### config.mk
export PLATFORM = sky130hd
export DESIGN_NAME = in_decode_flat
export DESIGN_NICKNAME = d
export VERILOG_FILES = /design/src/rtl/riscv_pkg.sv /design/src/rtl/in_decode_if.sv /design/src/rtl/reg_file.sv /design/src/rtl/in_decode.sv /design/src/flat_wrapper.sv
export SDC_FILE = /design/constraint.sdc
export NUM_CORES = 2
export LEC_CHECK = 0
export BUFFER_PORTS_ARGS = -buffer_cell sky130_fd_sc_hd__buf_4
export CAP_MARGIN = 20
export CORE_ASPECT_RATIO = 0.9
export CORE_MARGIN = 2
export CORE_UTILIZATION = 45
export DETAILED_ROUTE_END_ITERATION = 6
export GPL_ROUTABILITY_DRIVEN = 0
export PLACE_DENSITY = 0.68
export RECOVER_POWER = 50
export SLEW_MARGIN = 20
export SYNTH_ARGS = -nofsm -noshare
export SYNTH_HDL_FRONTEND = slang
export SYNTH_SLANG_ARGS = --single-unit
### constraint.sdc
create_clock -name clk -period 2.1 [get_ports clk]
set_clock_uncertainty 0.05 [all_clocks]
set_input_delay 0.105 -clock clk [delete_from_list [all_inputs] [get_ports clk]]
set_output_delay 0.105 -clock clk [all_outputs]
set_load 0.05 [all_outputs]
### src/rtl/riscv_pkg.sv
// ---------------------------------------------------------------------------
// riscv_pkg : shared RV32I decode constants, control and ID/EX types
// Rev 1.0
// ---------------------------------------------------------------------------
`default_nettype none

package riscv_pkg;

  localparam int XLEN  = 32;
  localparam int NREGS = 32;

  localparam logic [6:0] OP_R      = 7'b0110011;
  localparam logic [6:0] OP_IMM    = 7'b0010011;
  localparam logic [6:0] OP_LOAD   = 7'b0000011;
  localparam logic [6:0] OP_STORE  = 7'b0100011;
  localparam logic [6:0] OP_BRANCH = 7'b1100011;
  localparam logic [6:0] OP_JAL    = 7'b1101111;
  localparam logic [6:0] OP_JALR   = 7'b1100111;
  localparam logic [6:0] OP_AUIPC  = 7'b0010111;
  localparam logic [6:0] OP_LUI    = 7'b0110111;

  localparam logic [1:0] ALUOP_ADD    = 2'b00;
  localparam logic [1:0] ALUOP_BRANCH = 2'b01;
  localparam logic [1:0] ALUOP_R      = 2'b10;
  localparam logic [1:0] ALUOP_IMM    = 2'b11;

  typedef enum logic [2:0] {
    IMM_NONE = 3'd0,
    IMM_I    = 3'd1,
    IMM_S    = 3'd2,
    IMM_B    = 3'd3,
    IMM_U    = 3'd4,
    IMM_J    = 3'd5
  } imm_fmt_e;

  typedef struct packed {
    logic       alu_src;
    logic       mem_to_reg;
    logic       reg_write;
    logic       mem_read;
    logic       mem_write;
    logic       branch;
    logic [1:0] alu_op;
    logic       jal;
    logic       jalr;
    logic       auipc;
    logic       lui;
    imm_fmt_e   imm_fmt;
  } ctrl_t;

  typedef struct packed {
    logic            alu_src;
    logic            mem_to_reg;
    logic            reg_write;
    logic            mem_read;
    logic            mem_write;
    logic            branch;
    logic [1:0]      alu_op;
    logic            jal;
    logic            jalr;
    logic            auipc;
    logic [4:0]      rd;
    logic [4:0]      rs1;
    logic [4:0]      rs2;
    logic [XLEN-1:0] pc;
    logic [XLEN-1:0] rdata1;
    logic [XLEN-1:0] rdata2;
    logic [XLEN-1:0] imm;
    logic [6:0]      funct7;
    logic [2:0]      funct3;
  } idex_t;

endpackage

`default_nettype wire

### src/rtl/in_decode_if.sv
// ---------------------------------------------------------------------------
// in_decode_if : IF/ID + write-back inputs and ID/EX outputs of the decode stage
// Rev 1.0
// ---------------------------------------------------------------------------
`default_nettype none

interface in_decode_if;
  import riscv_pkg::*;

  logic            Ctl_RegWrite_in;
  logic [4:0]      WriteReg;
  logic [XLEN-1:0] WriteData;
  logic [XLEN-1:0] PC_in;
  logic [XLEN-1:0] instruction_in;

  logic            Ctl_ALUSrc_out;
  logic            Ctl_MemtoReg_out;
  logic            Ctl_RegWrite_out;
  logic            Ctl_MemRead_out;
  logic            Ctl_MemWrite_out;
  logic            Ctl_Branch_out;
  logic            Ctl_ALUOpcode1_out;
  logic            Ctl_ALUOpcode0_out;
  logic [4:0]      Rd_out;
  logic [4:0]      Rs1_out;
  logic [4:0]      Rs2_out;
  logic [XLEN-1:0] PC_out;
  logic [XLEN-1:0] ReadData1_out;
  logic [XLEN-1:0] ReadData2_out;
  logic [XLEN-1:0] Immediate_out;
  logic [6:0]      funct7_out;
  logic [2:0]      funct3_out;
  logic            jalr_out;
  logic            jal_out;
  logic            auipc_out;

  modport master (
    output Ctl_RegWrite_in, WriteReg, WriteData, PC_in, instruction_in,
    input  Ctl_ALUSrc_out, Ctl_MemtoReg_out, Ctl_RegWrite_out, Ctl_MemRead_out,
           Ctl_MemWrite_out, Ctl_Branch_out, Ctl_ALUOpcode1_out, Ctl_ALUOpcode0_out,
           Rd_out, Rs1_out, Rs2_out, PC_out, ReadData1_out, ReadData2_out,
           Immediate_out, funct7_out, funct3_out, jalr_out, jal_out, auipc_out
  );

  modport slave (
    input  Ctl_RegWrite_in, WriteReg, WriteData, PC_in, instruction_in,
    output Ctl_ALUSrc_out, Ctl_MemtoReg_out, Ctl_RegWrite_out, Ctl_MemRead_out,
           Ctl_MemWrite_out, Ctl_Branch_out, Ctl_ALUOpcode1_out, Ctl_ALUOpcode0_out,
           Rd_out, Rs1_out, Rs2_out, PC_out, ReadData1_out, ReadData2_out,
           Immediate_out, funct7_out, funct3_out, jalr_out, jal_out, auipc_out
  );

endinterface

`default_nettype wire

### src/rtl/reg_file.sv
// ---------------------------------------------------------------------------
// reg_file : 32x32 register file, x0 hard-wired to zero, write-through reads
// Rev 1.0
// ---------------------------------------------------------------------------
`default_nettype none

module reg_file
  import riscv_pkg::*;
(
  input  wire logic            clk,
  input  wire logic            reset,
  input  wire logic            wr_en,
  input  wire logic [4:0]      wr_addr,
  input  wire logic [XLEN-1:0] wr_data,
  input  wire logic [4:0]      rd_addr1,
  input  wire logic [4:0]      rd_addr2,
  output logic      [XLEN-1:0] rd_data1,
  output logic      [XLEN-1:0] rd_data2
);

  logic [XLEN-1:0] regs [NREGS];
  logic            wr_active;

  assign wr_active = wr_en && (wr_addr != 5'd0);

  always_ff @(posedge clk or negedge reset) begin
    if (!reset) begin
      for (int i = 0; i < NREGS; i++) begin
        regs[i] <= '0;
      end
    end else if (wr_active) begin
      regs[wr_addr] <= wr_data;
    end
  end

  // A same-cycle write to the register being read wins over the stored value.
  always_comb begin
    rd_data1 = regs[rd_addr1];
    if (rd_addr1 == 5'd0) begin
      rd_data1 = '0;
    end else if (wr_active && (wr_addr == rd_addr1)) begin
      rd_data1 = wr_data;
    end
  end

  always_comb begin
    rd_data2 = regs[rd_addr2];
    if (rd_addr2 == 5'd0) begin
      rd_data2 = '0;
    end else if (wr_active && (wr_addr == rd_addr2)) begin
      rd_data2 = wr_data;
    end
  end

endmodule

`default_nettype wire

### src/rtl/in_decode.sv
// ---------------------------------------------------------------------------
// in_decode : RV32I decode stage - register file, control, immediates, ID/EX register
// Rev 1.0
// ---------------------------------------------------------------------------
`default_nettype none

module in_decode
  import riscv_pkg::*;
(
  input wire logic clk,
  input wire logic reset,
  in_decode_if.slave bus
);

  logic [XLEN-1:0] instr;
  logic [6:0]      opcode;
  ctrl_t           ctrl;
  logic [XLEN-1:0] imm;
  logic [4:0]      rs1_addr;
  logic [XLEN-1:0] rdata1;
  logic [XLEN-1:0] rdata2;
  idex_t           idex_d;
  idex_t           idex_q;

  assign instr  = bus.instruction_in;
  assign opcode = instr[6:0];

  always_comb begin
    ctrl = '0;
    case (opcode)
      OP_R: begin
        ctrl.reg_write = 1'b1;
        ctrl.alu_op    = ALUOP_R;
      end
      OP_IMM: begin
        ctrl.alu_src   = 1'b1;
        ctrl.reg_write = 1'b1;
        ctrl.alu_op    = ALUOP_IMM;
        ctrl.imm_fmt   = IMM_I;
      end
      OP_LOAD: begin
        ctrl.alu_src    = 1'b1;
        ctrl.mem_to_reg = 1'b1;
        ctrl.reg_write  = 1'b1;
        ctrl.mem_read   = 1'b1;
        ctrl.alu_op     = ALUOP_ADD;
        ctrl.imm_fmt    = IMM_I;
      end
      OP_STORE: begin
        ctrl.alu_src   = 1'b1;
        ctrl.mem_write = 1'b1;
        ctrl.alu_op    = ALUOP_ADD;
        ctrl.imm_fmt   = IMM_S;
      end
      OP_BRANCH: begin
        ctrl.branch  = 1'b1;
        ctrl.alu_op  = ALUOP_BRANCH;
        ctrl.imm_fmt = IMM_B;
      end
      OP_JAL: begin
        ctrl.reg_write = 1'b1;
        ctrl.jal       = 1'b1;
        ctrl.imm_fmt   = IMM_J;
      end
      OP_JALR: begin
        ctrl.alu_src   = 1'b1;
        ctrl.reg_write = 1'b1;
        ctrl.jalr      = 1'b1;
        ctrl.imm_fmt   = IMM_I;
      end
      OP_AUIPC: begin
        ctrl.alu_src   = 1'b1;
        ctrl.reg_write = 1'b1;
        ctrl.auipc     = 1'b1;
        ctrl.imm_fmt   = IMM_U;
      end
      OP_LUI: begin
        ctrl.alu_src   = 1'b1;
        ctrl.reg_write = 1'b1;
        ctrl.lui       = 1'b1;
        ctrl.imm_fmt   = IMM_U;
      end
      default: ctrl = '0;
    endcase
  end

  always_comb begin
    imm = '0;
    case (ctrl.imm_fmt)
      IMM_I:   imm = {{20{instr[31]}}, instr[31:20]};
      IMM_S:   imm = {{20{instr[31]}}, instr[31:25], instr[11:7]};
      IMM_B:   imm = {{19{instr[31]}}, instr[31], instr[7], instr[30:25], instr[11:8], 1'b0};
      IMM_U:   imm = {instr[31:12], 12'b0};
      IMM_J:   imm = {{11{instr[31]}}, instr[31], instr[19:12], instr[20], instr[30:21], 1'b0};
      default: imm = '0;
    endcase
  end

  // lui has no rs1; its field bits belong to the immediate, so read x0 instead.
  assign rs1_addr = ctrl.lui ? 5'd0 : instr[19:15];

  reg_file u_reg_file (
    .clk      (clk),
    .reset    (reset),
    .wr_en    (bus.Ctl_RegWrite_in),
    .wr_addr  (bus.WriteReg),
    .wr_data  (bus.WriteData),
    .rd_addr1 (rs1_addr),
    .rd_addr2 (instr[24:20]),
    .rd_data1 (rdata1),
    .rd_data2 (rdata2)
  );

  always_comb begin
    idex_d            = '0;
    idex_d.alu_src    = ctrl.alu_src;
    idex_d.mem_to_reg = ctrl.mem_to_reg;
    idex_d.reg_write  = ctrl.reg_write;
    idex_d.mem_read   = ctrl.mem_read;
    idex_d.mem_write  = ctrl.mem_write;
    idex_d.branch     = ctrl.branch;
    idex_d.alu_op     = ctrl.alu_op;
    idex_d.jal        = ctrl.jal;
    idex_d.jalr       = ctrl.jalr;
    idex_d.auipc      = ctrl.auipc;
    idex_d.rd         = instr[11:7];
    idex_d.rs1        = rs1_addr;
    idex_d.rs2        = instr[24:20];
    idex_d.pc         = bus.PC_in;
    idex_d.rdata1     = rdata1;
    idex_d.rdata2     = rdata2;
    idex_d.imm        = imm;
    idex_d.funct7     = instr[31:25];
    idex_d.funct3     = instr[14:12];
  end

  always_ff @(posedge clk or negedge reset) begin
    if (!reset) begin
      idex_q <= '0;
    end else begin
      idex_q <= idex_d;
    end
  end

  assign bus.Ctl_ALUSrc_out     = idex_q.alu_src;
  assign bus.Ctl_MemtoReg_out   = idex_q.mem_to_reg;
  assign bus.Ctl_RegWrite_out   = idex_q.reg_write;
  assign bus.Ctl_MemRead_out    = idex_q.mem_read;
  assign bus.Ctl_MemWrite_out   = idex_q.mem_write;
  assign bus.Ctl_Branch_out     = idex_q.branch;
  assign bus.Ctl_ALUOpcode1_out = idex_q.alu_op[1];
  assign bus.Ctl_ALUOpcode0_out = idex_q.alu_op[0];
  assign bus.Rd_out             = idex_q.rd;
  assign bus.Rs1_out            = idex_q.rs1;
  assign bus.Rs2_out            = idex_q.rs2;
  assign bus.PC_out             = idex_q.pc;
  assign bus.ReadData1_out      = idex_q.rdata1;
  assign bus.ReadData2_out      = idex_q.rdata2;
  assign bus.Immediate_out      = idex_q.imm;
  assign bus.funct7_out         = idex_q.funct7;
  assign bus.funct3_out         = idex_q.funct3;
  assign bus.jalr_out           = idex_q.jalr;
  assign bus.jal_out            = idex_q.jal;
  assign bus.auipc_out          = idex_q.auipc;

endmodule

`default_nettype wire

### src/flat_wrapper.sv
// flat-port wrapper written by rule: the top's interface ports become plain ports
module in_decode_flat import riscv_pkg::*;
  (clk, reset, bus_Ctl_RegWrite_in, bus_WriteReg, bus_WriteData, bus_PC_in, bus_instruction_in, bus_Ctl_ALUSrc_out, bus_Ctl_MemtoReg_out, bus_Ctl_RegWrite_out, bus_Ctl_MemRead_out, bus_Ctl_MemWrite_out, bus_Ctl_Branch_out, bus_Ctl_ALUOpcode1_out, bus_Ctl_ALUOpcode0_out, bus_Rd_out, bus_Rs1_out, bus_Rs2_out, bus_PC_out, bus_ReadData1_out, bus_ReadData2_out, bus_Immediate_out, bus_funct7_out, bus_funct3_out, bus_jalr_out, bus_jal_out, bus_auipc_out);
  in_decode_if bus_i ();
  input wire logic clk;
  input wire logic reset;
  input wire logic [$bits(bus_i.Ctl_RegWrite_in)-1:0] bus_Ctl_RegWrite_in;
  input wire logic [$bits(bus_i.WriteReg)-1:0] bus_WriteReg;
  input wire logic [$bits(bus_i.WriteData)-1:0] bus_WriteData;
  input wire logic [$bits(bus_i.PC_in)-1:0] bus_PC_in;
  input wire logic [$bits(bus_i.instruction_in)-1:0] bus_instruction_in;
  output wire logic [$bits(bus_i.Ctl_ALUSrc_out)-1:0] bus_Ctl_ALUSrc_out;
  output wire logic [$bits(bus_i.Ctl_MemtoReg_out)-1:0] bus_Ctl_MemtoReg_out;
  output wire logic [$bits(bus_i.Ctl_RegWrite_out)-1:0] bus_Ctl_RegWrite_out;
  output wire logic [$bits(bus_i.Ctl_MemRead_out)-1:0] bus_Ctl_MemRead_out;
  output wire logic [$bits(bus_i.Ctl_MemWrite_out)-1:0] bus_Ctl_MemWrite_out;
  output wire logic [$bits(bus_i.Ctl_Branch_out)-1:0] bus_Ctl_Branch_out;
  output wire logic [$bits(bus_i.Ctl_ALUOpcode1_out)-1:0] bus_Ctl_ALUOpcode1_out;
  output wire logic [$bits(bus_i.Ctl_ALUOpcode0_out)-1:0] bus_Ctl_ALUOpcode0_out;
  output wire logic [$bits(bus_i.Rd_out)-1:0] bus_Rd_out;
  output wire logic [$bits(bus_i.Rs1_out)-1:0] bus_Rs1_out;
  output wire logic [$bits(bus_i.Rs2_out)-1:0] bus_Rs2_out;
  output wire logic [$bits(bus_i.PC_out)-1:0] bus_PC_out;
  output wire logic [$bits(bus_i.ReadData1_out)-1:0] bus_ReadData1_out;
  output wire logic [$bits(bus_i.ReadData2_out)-1:0] bus_ReadData2_out;
  output wire logic [$bits(bus_i.Immediate_out)-1:0] bus_Immediate_out;
  output wire logic [$bits(bus_i.funct7_out)-1:0] bus_funct7_out;
  output wire logic [$bits(bus_i.funct3_out)-1:0] bus_funct3_out;
  output wire logic [$bits(bus_i.jalr_out)-1:0] bus_jalr_out;
  output wire logic [$bits(bus_i.jal_out)-1:0] bus_jal_out;
  output wire logic [$bits(bus_i.auipc_out)-1:0] bus_auipc_out;
  assign bus_i.Ctl_RegWrite_in = bus_Ctl_RegWrite_in;
  assign bus_i.WriteReg = bus_WriteReg;
  assign bus_i.WriteData = bus_WriteData;
  assign bus_i.PC_in = bus_PC_in;
  assign bus_i.instruction_in = bus_instruction_in;
  assign bus_Ctl_ALUSrc_out = bus_i.Ctl_ALUSrc_out;
  assign bus_Ctl_MemtoReg_out = bus_i.Ctl_MemtoReg_out;
  assign bus_Ctl_RegWrite_out = bus_i.Ctl_RegWrite_out;
  assign bus_Ctl_MemRead_out = bus_i.Ctl_MemRead_out;
  assign bus_Ctl_MemWrite_out = bus_i.Ctl_MemWrite_out;
  assign bus_Ctl_Branch_out = bus_i.Ctl_Branch_out;
  assign bus_Ctl_ALUOpcode1_out = bus_i.Ctl_ALUOpcode1_out;
  assign bus_Ctl_ALUOpcode0_out = bus_i.Ctl_ALUOpcode0_out;
  assign bus_Rd_out = bus_i.Rd_out;
  assign bus_Rs1_out = bus_i.Rs1_out;
  assign bus_Rs2_out = bus_i.Rs2_out;
  assign bus_PC_out = bus_i.PC_out;
  assign bus_ReadData1_out = bus_i.ReadData1_out;
  assign bus_ReadData2_out = bus_i.ReadData2_out;
  assign bus_Immediate_out = bus_i.Immediate_out;
  assign bus_funct7_out = bus_i.funct7_out;
  assign bus_funct3_out = bus_i.funct3_out;
  assign bus_jalr_out = bus_i.jalr_out;
  assign bus_jal_out = bus_i.jal_out;
  assign bus_auipc_out = bus_i.auipc_out;
  in_decode u_core (.clk(clk), .reset(reset), .bus(bus_i));
endmodule
==> summary.txt <==
Critical path
  • Kind of launch point of the worst setup path: register
  • Arr. time, crit path: 2.69 ns
  • Data required time at the worst endpoint: 2.70 ns
  • Register-to-Register Setup Slack: 0.007 ns
  • Capture point of the worst reg-to-reg path: u_core.bus.ReadData2_out[15]
  • Element type at the critical path end: register
  • Maximum fanout count along the critical path: 3
  • Launch point of the worst reg-to-reg path: u_core.u_reg_file.regs[15]
  • Setup CP Type: register to register
  • R2R depth: 5

Die
  • Die ar.: 139300 sq um
  • Top-level port count: 268
  • Starting density of the core: 45.34%
  • Height of the die: 354.3 um
  • Overall die width: 393.2 um
  • Row cnt: 128
  • Placeable core region: 135300 sq um

Pwr
  • Portion of total power attributed to combinational logic: 21.3%
  • Fraction of power spent switching nets: 28.67%
  • Sequential fraction of design power: 43.6%
  • Switching component of the power: 20100 uW
  • Design Power: 70100 uW
  • Internal power consumption: 50000 uW
  • Power per standard cell area: 931.5 nW/um^2
  • Share of power burned in the clock network: 35.1%
  • P_leak: 0.03314 uW
  • Largest voltage drop on the vdd net: 544.3 uV

Synthesis
  • Sequential share of the synthesized area: 48.41%
  • Async SR Flop Fraction: 100.0%
  • Mean post-synth cell area: 13.52 sq um
  • Number of enable flip-flop cells after synthesis: 0
  • Ys Warns: 0
  • Synth Net Count: 4644
  • Most used DFF post-synth: dfrtp_1
  • Post-synthesis sequential element count: 1187
  • Number of different library cells in the post-synthesis netlist: 66
  • Cell area after technology mapping: 61360 sq um
  • Number of instances in the synthesized netlist: 4540

Clock network
  • Clock tree from TritonCTS: built
  • Num Clock Sinks: 1187
  • Root buffer selected by CTS: clkbuf_16
  • H-tree depth: 4
  • Number of CTS-inserted buffers: 134
  • Number of buffers between clock root and the deepest sink: 3
  • Clock slew at reported path FFs: 0.06 ns
  • Worst-Skew Late Latency: 0.79 ns

Global route
  • First-pass GRT wire length: 317.9 mm
  • Via count of the first global-routing pass: 45250
  • Met1 GRT Util: 43.84%
  • Met3 Use GR: 8.549%
  • Final global-route overflow total: 0
  • Gr busiest metal: met2
  • Initial antenna violation count: 12
  • Grt met2 use: 46.10%
  • Largest net degree at the start of global routing: 83
  • Global-route total usage across every layer: 31.22%

Run
  • Max-cap violations: 0

Route
  • Number of nets with antenna violations after routing: 0
  • Final Routed Wirelength: 217.9 mm
  • Count of vias placed by the detailed router: 45490
  • Initial detailed-routing violation count: 5917
  • First-pass detailed-route iteration total: 7
  • DR DRC count: 1
  • Routed length per instance: 31.25 um
  • Vias per cell: 6.525

Finish
  • Number of cells in the finished layout apart from fillers: 6972
  • Post-route cell area: 75250 sq um
  • Multi-input gate area in the final layout: 29570 sq um
  • Area growth, synth to finish: 22.64%
  • Layout cells sized above 1: 47.24%
  • Final #Nets: 5153
  • Register area: 29700 sq um
  • Filler cell count in the final layout: 10720

Placement
  • Cell area after placement: 69100 sq um
  • Detailed placement HPWL: 138.3 mm
  • Cells after DPL: 6575
  • IO Port Bufs: 267

STA
  • Fin. max-slew vios: 0
  • Shortest clock period the worst path allows after layout: 2.093 ns
  • Unrepaired setup endpoints after global routing: true
  • Achievable Freq: 477.8 MHz
  • Final count of hold timing violations: 0
  • Worst relative slew slack: 19.41%
  • Final setup viols: 0
  • Post-route fraction of the period consumed by the critical path: 99.66%
  • Worst Max-Slew Pin Slew: 1.209 ns

Worst hold path
  • Worst Hold Launch: bus_instruction_in[14]
  • Worst min-delay path endpoint: u_core.bus.Immediate_out[14]
  • Hold path depth: 4
  • Type of the most critical hold path: input pin to register

Status
  • Outcome: finished with violations
  • Violations in the final reports: DRC
## cell families (layout without fill, tap and decap cells)
family                 count (synthesis)  count (layout)  share of synthesized area, %
AND/OR/NAND/NOR                      563             563                         4.255
buffers and inverters                526            1136                         3.758
other                                  0               2                             0
XOR/XNOR                               7               7                       0.09991
multiplexers                        1596            1596                         36.56
AO/OA/AOI/OAI                        661             661                         6.925
flip-flops                          1187            1187                         48.41
## sequential cells by signal, summed over array words and instances (netlist names), 3 cells and up
name / count
u_core.bus.Immediate_out: 32
u_core.bus.PC_out: 32
u_core.bus.Rd_out: 5
u_core.bus.ReadData1_out: 32
u_core.bus.ReadData2_out: 32
u_core.bus.Rs1_out: 5
u_core.bus.Rs2_out: 5
u_core.bus.funct3_out: 3
u_core.bus.funct7_out: 7
u_core.u_reg_file.regs: 1024
## Yosys cell counts, types with 43 or more instances
master	n	share of area (%)
clkbuf_1	261	1.6
nand2_1	114	0.70
a211oi_1	80	0.98
mux2_2	1040	19
nor2_1	240	1.5
mux2i_1	144	2.3
mux4_2	412	15
o21ai_0	143	1.2
nand2b_1	43	0.44
nor3_1	44	0.36
buf_2	124	1.0
a21oi_1	196	1.6
buf_1	71	0.43
dfrtp_1	1187	48
## critical path, stage by stage, from the launching register on
cell	delay (ns)
dfrtp_1	0.39
mux4_2	0.52
mux4_2	0.53
mux2i_2	0.25
buf_4	0.15
a211oi_1	0.07
## repair_timing
action / 4_1_cts / 5_1_grt
hold buffers: 151 / 1
cloned: 0 / 3
setup buffers: 0 / 4
pin swaps: 0 / 5
gates resized for setup: 1 / 6
hold endpoints to repair: 2329 / 1
setup endpoints to repair: 1 / 8
## worst max path at each step
| stage | start | end | slack, ns | cells after the start |
|---|---|---|---|---|
| 2_1_floorplan | bus_instruction_in[20] | u_core.bus.ReadData2_out[3] | 0.06 | 7 |
| 3_3_place_gp | bus_instruction_in[6] | u_core.bus.ReadData1_out[23] | -0.22 | 10 |
| 3_5_place_dp | bus_instruction_in[6] | u_core.bus.ReadData1_out[23] | -0.24 | 10 |
| 4_1_cts | bus_instruction_in[6] | u_core.bus.ReadData1_out[23] | 0.001 | 11 |
| 5_1_grt | bus_instruction_in[3] | u_core.bus.ReadData1_out[23] | -0.006 | 11 |
| 6_report | u_core.u_reg_file.regs[15] | u_core.bus.ReadData2_out[15] | 0.007 | 5 |
## cells in the final DEF (no fill, tap or decap), types with 19 or more instances in the layout
cell              n
nand3_1          23
a31oi_1          19
mux2i_1         143
nor2b_1          28
o22ai_1          27
a21o_1           28
a21oi_1         194
mux2_2         1040
buf_12          162
clkinv_2         23
dlygate4sd3_1   150
nand2_1          98
a211oi_1         80
dfrtp_1        1187
mux4_2          412
o221ai_1         26
nor3_1           44
o21ai_0         143
buf_4           496
nand2b_1         43
clkbuf_8         25
nor2_1          222
clkbuf_1         39
clkbuf_4         38
a221oi_1         37
inv_1            23
clkbuf_16       144
## metrics by stage
stage          setup slack [ns]  setup TNS (ns)  hold WS, ns  util, %
2_1_floorplan           0.05876               0      -0.2406        -
5_1_grt               -0.005703       -0.005703      0.06694    55.60
3_5_place_dp            -0.2356          -6.534     -0.02468    51.06
4_1_cts               0.0009823               0     0.004015    55.59
6_report               0.007155               0      0.06054    55.61
3_3_place_gp            -0.2240          -5.351     -0.02797    51.06
## power by group through the flow
stage          logic (uW)  clock network (uW)  registers, uW
5_1_grt             15800               25800          30900
2_1_floorplan        9210                   0          30400
6_report            14900               24600          30500
3_3_place_gp        14200                   0          30600
4_1_cts             14900               24800          30300
3_5_place_dp        14500                   0          30700
## routing by layer
layer / part of all wire [%] / wire, um / vias up
met5: 0.063 / 138 / -
met4: 4.2 / 9110 / 20
met3: 11 / 25010 / 583
met2: 44 / 96860 / 2887
met1: 40 / 86740 / 23890
li1: - / - / 18110
## area by class of cell
type / count / area share [%]
antenna: 2 / 0.006650
clock buffer: 193 / 5.280
clock inverter: 44 / 0.8180
inverter: 27 / 0.1347
multi-input combinational: 2827 / 39.30
sequential: 1187 / 39.47
tap: 1820 / 3.026
timing repair buffer: 872 / 11.96
Note: power is estimated with default switching activity, not from simulation.
